[src/rtl/gol_disp_pkg.sv]
// Shared types and constants for the Game of Life generation display.
package gol_disp_pkg;

  typedef logic [3:0] bcd_t;

  localparam bcd_t BCD_MAX  = 4'd9;
  localparam bcd_t BCD_ZERO = 4'd0;

endpackage

[src/rtl/bcd_digit_cell.sv]
// One BCD decade: advances when carry_in is high, wraps 9 -> 0 and
// reports carry_out combinationally so a full carry settles in one cycle.
module bcd_digit_cell
  import gol_disp_pkg::*;
(
  input  logic clk,
  input  logic rst_n,
  input  logic clear,
  input  logic carry_in,
  output bcd_t digit,
  output logic carry_out
);

  // Carry to the next decade when this decade rolls over.
  always_comb begin
    carry_out = carry_in && (digit == BCD_MAX);
  end

  // Decade register: clear wins over increment.
  always_ff @(posedge clk or negedge rst_n) begin
    if (!rst_n) begin
      digit <= BCD_ZERO;
    end else if (clear) begin
      digit <= BCD_ZERO;
    end else if (carry_in) begin
      digit <= (digit == BCD_MAX) ? BCD_ZERO : bcd_t'(digit + 4'd1);
    end
  end

endmodule

[src/rtl/gen_bcd_counter.sv]
// Multi-decade BCD generation counter with a tear-free display shadow.
// Optional macro LEAD_ZERO_BLANK_EN enables leading-zero blanking.
module gen_bcd_counter
  import gol_disp_pkg::*;
#(
  parameter int unsigned NUM_DIGITS = 4,
  parameter int unsigned SATURATE   = 0,
  parameter int unsigned AUTO_SNAP  = 0
) (
  input  logic                    clk,
  input  logic                    rst_n,
  input  logic                    gen_tick,
  input  logic                    clear,
  input  logic                    hold,
  input  logic                    snap,
  output logic [4*NUM_DIGITS-1:0] digits,
  output logic [NUM_DIGITS-1:0]   blank,
  output logic                    overflow
);

  bcd_t                    live [NUM_DIGITS];
  logic [NUM_DIGITS:0]     carry;
  logic [4*NUM_DIGITS-1:0] live_vec;
  logic [4*NUM_DIGITS-1:0] shadow_next;
  logic [NUM_DIGITS-1:0]   blank_next;
  logic                    all_nines;
  logic                    tick_ok;
  logic                    ovf_set;

  // Qualify the tick and detect the all-nines boundary.
  always_comb begin
    all_nines = 1'b1;
    for (int unsigned i = 0; i < NUM_DIGITS; i++) begin
      if (live[i] != BCD_MAX) all_nines = 1'b0;
    end
    tick_ok  = gen_tick && !hold && !clear;
    carry[0] = tick_ok && !((SATURATE != 0) && all_nines);
    // Wrap shows up as carry out of the top decade; saturation suppresses
    // the increment, so it is detected directly.
    ovf_set  = carry[NUM_DIGITS] || (tick_ok && all_nines && (SATURATE != 0));
  end

  for (genvar g = 0; g < NUM_DIGITS; g++) begin : g_decade
    bcd_digit_cell u_cell (
      .clk       (clk),
      .rst_n     (rst_n),
      .clear     (clear),
      .carry_in  (carry[g]),
      .digit     (live[g]),
      .carry_out (carry[g+1])
    );
  end

  // Flatten the live decades and choose the next shadow value.
  always_comb begin
    live_vec = '0;
    for (int unsigned i = 0; i < NUM_DIGITS; i++) begin
      live_vec[4*i +: 4] = live[i];
    end
    shadow_next = digits;
    if (clear) begin
      shadow_next = '0;
    end else if ((AUTO_SNAP != 0) || snap) begin
      shadow_next = live_vec;
    end
  end

`ifdef LEAD_ZERO_BLANK_EN
  // Blank each upper digit that is zero along with everything above it.
  always_comb begin
    logic higher_zero;
    blank_next  = '0;
    higher_zero = 1'b1;
    for (int unsigned i = NUM_DIGITS - 1; i >= 1; i--) begin
      higher_zero   = higher_zero && (shadow_next[4*i +: 4] == BCD_ZERO);
      blank_next[i] = higher_zero;
    end
  end
`else
  // Blanking disabled: every digit is always shown.
  always_comb begin
    blank_next = '0;
  end
`endif

  // Output registers: shadow digits, blank mask and sticky overflow.
  always_ff @(posedge clk or negedge rst_n) begin
    if (!rst_n) begin
      digits   <= '0;
      blank    <= '0;
      overflow <= 1'b0;
    end else begin
      digits   <= shadow_next;
      blank    <= blank_next;
      overflow <= clear ? 1'b0 : (overflow || ovf_set);
    end
  end

endmodule

[config.mk]
export PLATFORM = sky130hd
export DESIGN_NAME = gen_bcd_counter
export DESIGN_NICKNAME = d
export VERILOG_FILES = /design/src/rtl/gol_disp_pkg.sv /design/src/rtl/bcd_digit_cell.sv /design/src/rtl/gen_bcd_counter.sv
export SDC_FILE = /design/constraint.sdc
export NUM_CORES = 1
export LEC_CHECK = 0
export CELL_PAD_IN_SITES_DETAIL_PLACEMENT = 0
export CELL_PAD_IN_SITES_GLOBAL_PLACEMENT = 1
export CORE_ASPECT_RATIO = 0.9
export CORE_MARGIN = 1
export CORE_UTILIZATION = 37
export DETAILED_ROUTE_END_ITERATION = 12
export HOLD_SLACK_MARGIN = 0.06
export PLACE_DENSITY_LB_ADDON = 0.1
export SLEW_MARGIN = 10
export SYNTH_ARGS = -nofsm -noshare
export SYNTH_HDL_FRONTEND = slang
export SYNTH_SLANG_ARGS = --single-unit
[constraint.sdc]
create_clock -name clk -period 1.8 [get_ports clk]
set_input_delay 0.18 -clock clk [delete_from_list [all_inputs] [get_ports clk]]
set_output_delay 0.18 -clock clk [all_outputs]
set_load 0.01 [all_outputs]
==> results.md <==
* Status: complete, no violations
* Die area at around 4800 um^2
* Clock sinks at 33
* PwrDens at 644 nW/um^2
* Unique cell type count in the Yosys netlist at 32
* Mapped Cells at 167
* Most common cell in the netlist: dfrtp_1
* Largest net degree at the start of global routing at 34
* Die Ht at ~66 um
* Initial Utilization at between 30% and 40%
* Clock slew at reported path FFs at 0.06 ns
* Mean Syn Cell Area at 10.0 um^2
* Setup TNS at 0 ns
* Htree depth at 2
* Wire per inst at 13.4 um
* DPL Wire Length at 2.56 mm
* Clk_skew at 0.00359 ns
* Overflow after GRT at 0
* RSZ-0062 raised after global routing: false
* Final wirelength at 3.59 mm
* Main synth FF type: dfrtp_1
* DR pass1 iterations at 4
* Final setup viols at 0
* Hold buffers post-CTS at 0
* Vias per cell at around 5
* Io pins at 27
* List of most frequent post-synthesis cells: dfrtp_1 (33), nor2_1 (23), mux2i_1 (17)
* Number of global-route vias before repair at 1365
* Gr usage total at 17.7%
* Port Buf Inserts at 22
* Register area share after synthesis at 49.3%
* #FFs+latches synth at 33
* Global-route wire length before repair at 6.16 mm
* CTS tree: yes
* Remaining DRCs at 0
* Row cnt at 22
* Worst r2r src: g_decade[1].u_cell.digit[1]
* CTS root buf: clkbuf_8
* Post-synth EDFFs at 0
* Initial drt markers at 58
* Clk_lat worst skew at slightly below 0.3 ns
* Area growth syn-to-layout at 30.0%
* Vias at 1322
* Post-layout util at 51.7%
* Max-slew violations at 0
* Max Clock Freq at 0.592 GHz
* Core box area at ~4200 um^2
* ANT nets after route at 0
* Max Cap Violations at 0
* Critical path launch point type: flop
* Crit Path Class: flop to flop
* Synth top area cells: dfrtp_1 (49%), mux2i_1 (10%), ha_1 (6.0%)
* Antenna cells at 0
* Dominant cell type by area after synthesis: dfrtp_1
* Worst hold margin at 0.296 ns
* Clock Tree Buf Depth at 2
* FFs w/ async S/R, synth at between 90% and 100%
* Gpl congestion at 0.751
* Critical Path RT at approximately 2 ns
* Pwr Total at around 1.4 mW
* Critical path arrival at 1.91 ns
* Fin crit share at 93.9%
* Area share of the largest cell type after synthesis at 49.3%
* Crit path from: g_decade[1].u_cell.digit[1]
* Synth warnings at 0
* Max FO, Critical Path at 5
* VDD IR-drop max at 0.335 mV
* Design area at 2180 um^2
* Fin nets at approximately 220
* Tightest Hold Check Type: primary input to async pin
* Final min period at roughly 1.7 ns
* Final hold vios at 0
* Total CTS buffers at 5
* Lkg Pwr at 1.01 nW
* Die X at about 73 um
* Initial antenna violation count at 0
* Placed standard-cell area at 2060 um^2
* Post-Syn Area at 1670 um^2
* Layout cells sized above 1 at 15.4%
* Layout filler cell count at 379
* Worst Setup End Kind: flop
placed cells by master, fill, tap and decap left out, drive strengths merged, types with 2 or more instances in the layout:
master	Yosys	final
nand3	5	5
nor3b	2	2
a31oi	2	2
nand3b	4	4
or3	5	5
clkdlybuf4s50	0	22
nand2	13	13
dfrtp	33	33
conb	1	4
ha	8	8
clkbuf	4	7
inv	6	6
buf	6	19
mux2i	17	17
nand4	4	4
o21ai	9	9
and3b	3	3
a21oi	10	10
nor2	23	23
final timing paths:
check	to	slack, ns	cells past startpoint
setup / recovery	g_decade[3].u_cell.digit[3]	0.11	6
hold / removal	digits[13]	0.30	2
setup reg to reg	g_decade[3].u_cell.digit[3]	0.11	6
hold reg to reg	digits[9]	0.52	2
max in group asynchronous	g_decade[1].u_cell.digit[2]	1.20	2
min in group clk	digits[9]	0.52	2
cells by family (layout without fill, tap and decap cells):
| logic type | after synthesis | after routing | synth area share (%) |
|---|---|---|---|
| buffers and inverters | 16 | 54 | 4.63 |
| and+or+nand+nor | 66 | 66 | 20.8 |
| adders and majority gates | 8 | 8 | 5.98 |
| muxes | 17 | 17 | 10.2 |
| other | 1 | 4 | 0.224 |
| DFF | 33 | 33 | 49.3 |
| AOI/OAI and AO/OA | 25 | 25 | 8.37 |
| xor gates and xnor gates | 1 | 1 | 0.523 |
critical path, stage by stage, from the launching register on:
cell and delay [ns]:
dfrtp_1 0.39, inv_1 0.09, ha_4 0.14, and3b_2 0.24, nand4_1 0.10, or4b_1 0.49, a31oi_1 0.17
sequential cells by signal, summed over array words and instances (netlist names):
| name | count |
|---|---|
| digits | 16 |
| g_decade.u_cell.digit | 16 |
| overflow | 1 |
where the power goes:
group          internal (mW)  switching, mW
clock network          0.303          0.257
logic                 0.0372         0.0569
registers              0.745        0.00217
through the flow:
step | instances | worst slack (ns)
floorplan | 170 | 0.0947
global placement | 260 | -0.0771
detailed placement | 260 | -0.161
CTS | 267 | 0.0254
global route | 268 | 0.0107
finish | 268 | 0.110
metal layers:
layer / track usage [%] / wire [um] / up-vias
met1: 21.1 / 1710 / 631
li1: - / - / 653
met4: 12.5 / 126 / 0
met2: 27.7 / 1620 / 25
met5: 0 / 0 / -
met3: 5.03 / 127 / 13
cell type report:
cell class              instances  area, um^2  share of cell area (%)
multi-input cells             121         805                    37.0
clock buffers                   7        86.3                    3.97
inverters                       6        22.5                    1.03
repair buffers                 41         363                    16.7
well taps                      60        75.1                    3.45
flip-flops and latches         33         826                    37.9
timing repair:
item,in CTS,in global routing
setup buffers,0,1
pin swaps,0,3
setup endpoints to repair,1,3
gates resized for setup,1,5
Power figures use the tool's default switching activity.
